$ cat src/rtl/mem_bus_pkg.sv
// mem_bus_pkg: shared CPU/memory bus constants, command and responder-state enums
package mem_bus_pkg;
  localparam int BUS_ADDR_W = 9;
  localparam int BUS_DATA_W = 16;
  localparam logic [BUS_ADDR_W-1:0] LED_ADDR_DEF = 9'h100;
  localparam logic [BUS_ADDR_W-1:0] SW_ADDR_DEF  = 9'h140;
  typedef enum logic [1:0] {M_NONE = 2'b00, M_READ = 2'b01, M_WRITE = 2'b10} mem_cmd_t;
  typedef enum logic [1:0] {IDLE, BUSY, DONE} resp_state_t;
endpackage

$ cat src/rtl/ram_1rw.sv
// ram_1rw: single-port synchronous RAM, write enable, registered read (q holds when not reading)
// Ports: i_clk clock; i_we write enable; i_re read enable; i_addr word address;
//        i_wdata store data; o_rdata registered read data
module ram_1rw
  import mem_bus_pkg::*;
#(
  parameter int DEPTH  = 256,
  parameter int DATA_W = BUS_DATA_W,
  parameter int ADDR_W = $clog2(DEPTH)
) (
  input  logic              i_clk,
  input  logic              i_we,
  input  logic              i_re,
  input  logic [ADDR_W-1:0] i_addr,
  input  logic [DATA_W-1:0] i_wdata,
  output logic [DATA_W-1:0] o_rdata
);
  logic [DATA_W-1:0] r_mem [DEPTH];
  always_ff @(posedge i_clk) begin
    if (i_we) r_mem[i_addr] <= i_wdata;
    if (i_re) o_rdata <= r_mem[i_addr];
  end
endmodule

$ cat src/rtl/mem_responder.sv
// mem_responder: bus target decoding CPU accesses to RAM / LED / switch I/O with wait states
// Ports: i_clk clock; i_rst_n async active-low reset; i_mem_cmd 00 none/01 read/10 write/11 illegal;
//        i_mem_addr, i_write_data access address/data; i_switches board switches;
//        o_read_data load data; o_mem_ready one-cycle completion pulse; o_leds LED register;
//        o_err one-cycle decode/command error pulse
module mem_responder
  import mem_bus_pkg::*;
#(
  parameter int                ADDR_W      = BUS_ADDR_W,
  parameter int                DATA_W      = BUS_DATA_W,
  parameter int                MEM_WORDS   = 256,
  parameter int                WAIT_CYCLES = 1,
  parameter logic [ADDR_W-1:0] LED_ADDR    = LED_ADDR_DEF,
  parameter logic [ADDR_W-1:0] SW_ADDR     = SW_ADDR_DEF
) (
  input  logic              i_clk,
  input  logic              i_rst_n,
  input  logic [1:0]        i_mem_cmd,
  input  logic [ADDR_W-1:0] i_mem_addr,
  input  logic [DATA_W-1:0] i_write_data,
  input  logic [7:0]        i_switches,
  output logic [DATA_W-1:0] o_read_data,
  output logic              o_mem_ready,
  output logic [7:0]        o_leds,
  output logic              o_err
);
  localparam int RAM_AW = $clog2(MEM_WORDS);
  localparam logic [ADDR_W:0] RAM_LIM = (ADDR_W+1)'(MEM_WORDS);
  localparam logic [3:0] WAIT = 4'(WAIT_CYCLES);
  resp_state_t r_state, w_next;
  logic [3:0] r_cnt;
  logic [1:0] r_cmd;
  logic [ADDR_W-1:0] r_addr;
  logic [DATA_W-1:0] r_wdata;
  logic [7:0] r_leds;
  logic r_err, r_rd_ram;
  logic [DATA_W-1:0] r_io_rd, w_ram_q;
  logic w_start, w_fire, w_rd, w_wr, w_is_ram, w_is_led, w_is_sw, w_dec_err;
  logic [1:0] w_cmd;
  logic [ADDR_W-1:0] w_addr;
  logic [DATA_W-1:0] w_wdata;
  assign w_start = r_state == IDLE && (i_mem_cmd == M_READ || i_mem_cmd == M_WRITE);
  // With zero wait states the access happens on the sampling edge, so the live bus feeds the
  // access path in IDLE; in BUSY only the captured copies are used.
  assign w_cmd   = r_state == IDLE ? i_mem_cmd : r_cmd;
  assign w_addr  = r_state == IDLE ? i_mem_addr : r_addr;
  assign w_wdata = r_state == IDLE ? i_write_data : r_wdata;
  assign w_rd = w_fire && w_cmd == M_READ;
  assign w_wr = w_fire && w_cmd == M_WRITE;
  assign w_is_ram = {1'b0, w_addr} < RAM_LIM;
  assign w_is_led = w_addr == LED_ADDR;
  assign w_is_sw  = w_addr == SW_ADDR;
  assign w_dec_err = w_rd ? !(w_is_ram || w_is_led || w_is_sw) : w_wr && !(w_is_ram || w_is_led);
  always_ff @(posedge i_clk or negedge i_rst_n) begin
    if (!i_rst_n) r_state <= IDLE;
    else r_state <= w_next;
  end
  always_comb begin
    w_fire = (w_start && WAIT == 4'd0) || (r_state == BUSY && r_cnt == 4'd1);
    w_next = w_fire ? DONE : w_start ? BUSY : r_state == DONE ? IDLE : r_state;
  end
  always_ff @(posedge i_clk or negedge i_rst_n) begin
    if (!i_rst_n) begin
      r_cnt    <= '0;
      r_cmd    <= M_NONE;
      r_addr   <= '0;
      r_wdata  <= '0;
      r_leds   <= '0;
      r_err    <= 1'b0;
      r_rd_ram <= 1'b0;
      r_io_rd  <= '0;
    end else begin
      r_err <= w_dec_err || (r_state == IDLE && i_mem_cmd == 2'b11);
      if (w_start) begin
        r_cnt   <= WAIT;
        r_cmd   <= i_mem_cmd;
        r_addr  <= i_mem_addr;
        r_wdata <= i_write_data;
      end else if (r_state == BUSY) r_cnt <= r_cnt - 4'd1;
      if (w_wr && w_is_led) r_leds <= w_wdata[7:0];
      // RAM reads land in the RAM's own output register; I/O reads land here. r_rd_ram picks which.
      if (w_rd) begin
        r_rd_ram <= w_is_ram;
        r_io_rd  <= w_is_sw ? DATA_W'(i_switches) : w_is_led ? DATA_W'(r_leds) : '0;
      end
    end
  end
  ram_1rw #(.DEPTH(MEM_WORDS), .DATA_W(DATA_W), .ADDR_W(RAM_AW)) u_ram (
    .i_clk  (i_clk),
    .i_we   (w_wr && w_is_ram),
    .i_re   (w_rd && w_is_ram),
    .i_addr (w_addr[RAM_AW-1:0]),
    .i_wdata(w_wdata),
    .o_rdata(w_ram_q)
  );
  assign o_read_data = r_rd_ram ? w_ram_q : r_io_rd;
  assign o_mem_ready = r_state == DONE;
  assign o_leds      = r_leds;
  assign o_err       = r_err;
endmodule

$ cat config.mk
export PLATFORM = sky130hd
export DESIGN_NAME = mem_responder
export DESIGN_NICKNAME = d
export VERILOG_FILES = /design/src/rtl/mem_bus_pkg.sv /design/src/rtl/ram_1rw.sv /design/src/rtl/mem_responder.sv
export SDC_FILE = /design/constraint.sdc
export NUM_CORES = 2
export LEC_CHECK = 0
export BUFFER_PORTS_ARGS = -buffer_cell sky130_fd_sc_hd__buf_4
export CORE_ASPECT_RATIO = 0.9
export CORE_MARGIN = 2
export CORE_UTILIZATION = 57
export DETAILED_ROUTE_END_ITERATION = 8
export PLACE_DENSITY = 0.77
export SYNTH_ARGS = -nofsm -noshare
export SYNTH_HDL_FRONTEND = slang
export SYNTH_SLANG_ARGS = --single-unit
$ cat constraint.sdc
create_clock -name i_clk -period 5.3 [get_ports i_clk]
set_clock_uncertainty 0.2 [all_clocks]
set_input_delay 0.265 -clock i_clk [delete_from_list [all_inputs] [get_ports i_clk]]
set_output_delay 0.265 -clock i_clk [all_outputs]
set_load 0.02 [all_outputs]
* Word-level counts from Yosys, hierarchy flattened
Memories as Yosys holds them, arrays and structs flattened. A register that Yosys moved wholly into a read port is not among the register bits.
Cells that the tools add are included.
** Word-level totals
- Bits in registers :: 59
- Latch bits :: 0
- Bits in writable memories :: 4096
- ROM bits :: 0
- Input port bits :: 37
- Output and inout bits :: 26
- Word-level logic and storage cells :: 54
- Memories kept :: 1
** Operators by class
- Add/sub/neg operators :: 1
- $mul :: 0
- Div/mod/pow operators :: 0
- Order comparisons :: 1
- Eq/ne operators :: 10
- Shifts and indexed selects :: 0
- Multiplexer cells :: 14
- Bitwise logic cells :: 0
- Reduce and logical (&&, ||, !) cells :: 18
** Memory list
- u_ram.r_mem :: depth 256, width 16, rd ports 1, clocked after memory_dff 1, write ports 1, line ram_1rw.sv:18 : logic [DATA_W-1:0] r_mem [DEPTH];
** Operators with widths (count)
- 16-bit two-way mux :: 2
- 9-bit == test (second input constant) :: 2
- 8-bit two-way mux :: 2
- 1-bit logical AND :: 9
- 9-bit less-than comparator (second input constant) :: 1
- 9-bit two-way mux :: 1
- 2-bit == test (second input constant) :: 4
- 2-bit two-way mux :: 4
- 4-bit two-way mux :: 2
- 2-bit by 1-bit == test with 1-bit output (second input constant) :: 3
- 4-bit by 1-bit == test with 1-bit output (second input constant) :: 1
- 1-bit logical OR :: 4
- 4-bit by 1-bit subtractor with 4-bit output (second input constant) :: 1
- 1-bit two-way mux :: 3
- 3-bit nonzero test :: 1
- 1-bit zero test :: 2
- 2-bit zero test :: 1
- 2-bit nonzero test :: 1

* Depth between registers and ports, before layout
- Depth after elaboration :: 8
- Gate-level depth with buffers :: 11

* Hierarchy
From an unflattened synthesis, not the netlist that was laid out.
** Unflattened totals
- Cell total of the unflattened synthesis :: 6996
- Area total of the unflattened synthesis :: 158205.5 um^2
** Modules (own cells, without submodules)
- ram_1rw :: times used 1, cells each 6727, area each 155559.2 um^2, seq. area each 123478.4 um^2
- mem_responder :: times used 1, cells each 269, area each 2646.3 um^2, seq. area each 1276.2 um^2

* Least setup slack after synthesis
Ideal clock, no wire load.
- Kind :: flip-flop to flip-flop
- Start :: reg r_state[1]
- End :: mem u_ram.r_mem[0][7] in the netlist's numbering, data pin
- Arrival :: 4770 ps
- Required time :: 4275 ps
- Slack :: -496 ps
- Cell stages (with the launch flop) :: 9
- Buffers on the path :: 5
- Period minus slack after synthesis :: 5796 ps
- Cell sequence :: dfrtp_1 nor2_4 buf_6 buf_6 buf_2 buf_1 buf_1 nand2_1 nand2_1
** On the way
- Cells in the longest elaborated chain, start to end :: 2
** Ends and longest elaborated chain
- start: declaration :: line mem_responder.sv:30 : resp_state_t r_state, w_next;
- start signal: assignment :: line mem_responder.sv:56 : else r_state <= w_next;
- 2-bit zero test :: line mem_responder.sv:47 : assign w_wdata = r_state == IDLE ? i_write_data : r_wdata;
- 16-bit two-way mux :: line mem_responder.sv:47
- via u_ram.i_wdata[7] :: line ram_1rw.sv:15 : input logic [DATA_W-1:0] i_wdata,
- end: declaration :: line ram_1rw.sv:18
The timed path passes the listed nets, and every way through them passes these cells.

* Worst setup path in the final report
- Start :: reg r_state[0]
- End :: reg u_ram.o_rdata[14], read port of u_ram.r_mem, data pin
** On the way
- Cells in the longest elaborated chain, start to end :: 5
- Elaborated cells on any way between the ends :: 9
** Ends and longest elaborated chain
- branches (longest 5 deep; another with 9-bit less-than comparator)
- end: declaration :: line ram_1rw.sv:16 : output logic [DATA_W-1:0] o_rdata
Several ways; the timed one is not identified.
A chain may end at the register's enable or synchronous reset.

==> run_results.csv <==
group,metric,value,unit
timing,rsz0062_at_grt,"false",
grt,gr-total-overflow,0,
clock_network,clk_pin_slew,70,ps
power,power.density,572,nW/µm²
place,routabilityCongestion,0.917,
power,p_int,64.4,mW
place,place_worst_setup_slack,-199,ps
clock_network,cts_tree,"done",
setup_path,cp-start-kind,"flip-flop",
power,clkPwrFrac,26.7,%
routing,ant_nets,0,
setup_path,cpPeakStageDelay,850,ps
synth,syn_nets,8835,
die,pin_count,63,
setup_path,path_delay_family,"compound AO/OA/AOI/OAI gates",
setup_path,cp_common_cell,"buf_12",
power,power_frac_comb,31.1,%
setup_path,cp_slowest_cell,"o41ai_1",
synth,yosysWarnings,0,
synth,synth_cell_types,48,
timing,slew_headroom,1.13,%
die,core,268000,µm²
clock_network,clk_latency,900,ps
setup_path,end_kind,"flip-flop",
timing,layout_setup_ws,-25.6,ps
power,p_leak,54.4,nW
synth,synth_edf_count,4112,
routing,avgRoutedWirePerCell,33.4,µm
cells_and_area,fin_nets,9366,
clock_network,cts.htree.levels,5,
timing,setup_viol,2,
die,die_area,274000,µm²
die,rows,180,
synth,ys_seq_elements,4163,
synth,synth_async_sr_flop_share,1.23,%
synth,seq_area_frac_synth,81.2,%
clock_network,cts_buffers,381,
cells_and_area,final_common_cell,"edfxtp_1",
cells_and_area,syn_to_final_growth,13.8,%
power,swShare,35.6,%
setup_path,critPathArrivalTime,5780,ps
synth,syn_area,154000,µm²
outcome,violations,"max-capacitance violations, negative setup slack",
synth,synth_area_per_cell,17.5,µm²
setup_path,crit_required,5750,ps
routing,drtPass1Iterations,7,
timing,layout_min_cycle_time,5330,ps
grt,grt_pass1_wl,627000,µm
grt,track_usage,31.6,%
die,initial_utilization,57.4,%
setup_path,path_cells,"nor2_4 > buf_4 > nor3b_1 > a31oi_4 > buf_12 > buf_12 > a21oi_1 > o41ai_1 > a41oi_1 > or4_1",
power,ir_drop,0.679,mV
timing,whs,35.8,ps
grt,grt_pass1_vias,90048,
power,seqPwrFrac,42.2,%
die,die_w,551,µm
setup_path,crit_fanout,40,
timing,hold_viol_final,0,
timing,final.setup.tns,-45.4,ps
routing,wl,440000,µm
min_path,hp-class,"in2reg",
timing,drv_slew,0,
clock_network,cts.sinks,4163,
routing,num_vias,94008,
cells_and_area,drive_gt1_share,14.0,%
outcome,status,"finished, violations left",
place,dp_hpwl,249000,µm
routing,drc,0,
grt,grt_max_degree,161,
routing,initialDrtViolationCount,18514,
flow_run,maxCapViolCount,1,
power,switchingPower,35.5,mW
setup_path,setup.worst_path.class,"reg2reg",
timing,fin_crit_sh,100,%
clock_network,cts_root_buf,"clkbuf_16",
synth,synthCells,8795,
clock_network,clockBufferDepth,4,
timing,clock.fmax,188,MHz
die,die_h,497,µm
timing,tightest_slew,1460,ps
grt,antenna_found_initial,31,
setup_path,cp_num_buf_inv,3,
power,totalPowerFinal,99.9,mW
cells_and_area,final_cell_mix,"edfxtp_1, a22oi_1, a21oi_1",
routing,vias_per_cell,7.13,
cells_and_area,final.fill_count,16739,
synth,synth-main-ff-cell,"edfxtp_1",
place,portBuffers,62,
[metrics by stage]
| stage | utilization [%] | instance area (µm²) | cells |
|---|---|---|---|
| after detailed placement | 60.6 | 162000 | 12427 |
| after CTS | 65.3 | 175000 | 13159 |
| after global placement | 60.6 | 162000 | 12427 |
| after floorplan | - | 154000 | 8795 |
| final | 65.3 | 175000 | 13181 |
| after global routing | 65.3 | 175000 | 13170 |
[per-layer routing]
metal / vias to the layer above / part of all wire (%) / GRT usage [%]
li1: 37663 / - / -
met1: 46411 / 34 / 42.3
met2: 8543 / 45 / 47.2
met3: 1357 / 15 / 9.59
met4: 34 / 6.1 / 16.4
met5: - / 0.083 / 0.381
[registers in the layout, summed over array words and instances (netlist names), 4 cells and up]
signal and flops:
u_ram.r_mem 4096, r_wdata 16, u_ram.o_rdata 16, r_addr 9, o_leds 8, r_io_rd 8, r_cnt 4
[path summary, 6_finish.rpt]
kind | from | to | slack [ps] | cells past startpoint
max | r_state[0] | u_ram.o_rdata[14] | -30 | 10
min | i_switches[5] | r_io_rd[5] | 40 | 4
max reg2reg | r_state[0] | u_ram.o_rdata[14] | -30 | 10
min reg2reg | r_io_rd[2] | r_io_rd[2] | 290 | 2
max in group asynchronous | i_rst_n | r_addr[6] | 4400 | 4
min in group asynchronous | i_rst_n | o_leds[5] | 270 | 4
[Yosys cell counts (4+ instances only)]
cell | number | share of area, %
a21oi_1 | 1025 | 3.3
a22oi_1 | 2056 | 10
a41oi_1 | 64 | 0.36
and2_1 | 9 | 0.037
buf_1 | 55 | 0.13
buf_2 | 218 | 0.71
buf_4 | 5 | 0.024
buf_6 | 5 | 0.037
clkbuf_1 | 380 | 0.93
dfrtp_1 | 51 | 0.83
edfxtp_1 | 4112 | 80
inv_1 | 7 | 0.017
mux2_2 | 16 | 0.12
nand2_1 | 159 | 0.39
nand2b_1 | 8 | 0.033
nand3_1 | 12 | 0.039
nand3b_1 | 4 | 0.020
nor2_1 | 261 | 0.64
o21a_1 | 7 | 0.034
o21ai_0 | 18 | 0.059
o41ai_1 | 256 | 1.5
or3_1 | 10 | 0.041
or4_1 | 18 | 0.088
[worst reg2reg max path, cell delays in order (launching register included)]
cell,delay [ps]
dfrtp_1,530
nor2_4,450
buf_4,420
nor3b_1,150
a31oi_4,250
buf_12,330
buf_12,320
a21oi_1,150
o41ai_1,850
a41oi_1,700
or4_1,730
[timing repair]
item / in CTS / in global routing
endpoints found under the setup margin: 3 / 9
hold buffers: 61 / 0
hold endpoints to repair: 98 / 0
resized for setup: 3 / 5
setup buffers: 0 / 3
gates cloned: 0 / 1
pin swaps: 0 / 2
[cells by family after synthesis]
family	share of synthesized area, %
DFF	81.2
AOI/OAI and AO/OA	15.4
buffers and inverters	1.85
and+or+nand+nor	1.37
muxes	0.124
adders and majority gates	0.0244
xor gates and xnor gates	0.00570
[power groups by stage]
| stage | combinational [mW] | sequential [mW] | clock (mW) |
|---|---|---|---|
| final | 31.0 | 42.2 | 26.7 |
| after CTS | 29.7 | 42.1 | 26.7 |
| after global placement | 28.5 | 42.8 | 0 |
| after detailed placement | 29.4 | 42.8 | 0 |
| after floorplan | 15.8 | 44.0 | 0 |
| after global routing | 31.9 | 42.2 | 27.9 |
[layout make-up]
type,instances,area (µm²),share of cell area [%]
sequential,4163,125000,71.4
multi-input combinational,3963,26400,15.1
clock buffer,462,10000,5.73
timing repair buffer,810,7200,4.12
tap,3549,4440,2.54
clock inverter,209,1890,1.08
antenna,18,45.0,0.0258
inverter,7,26.3,0.0150
Note: power is estimated with default switching activity, not from simulation.
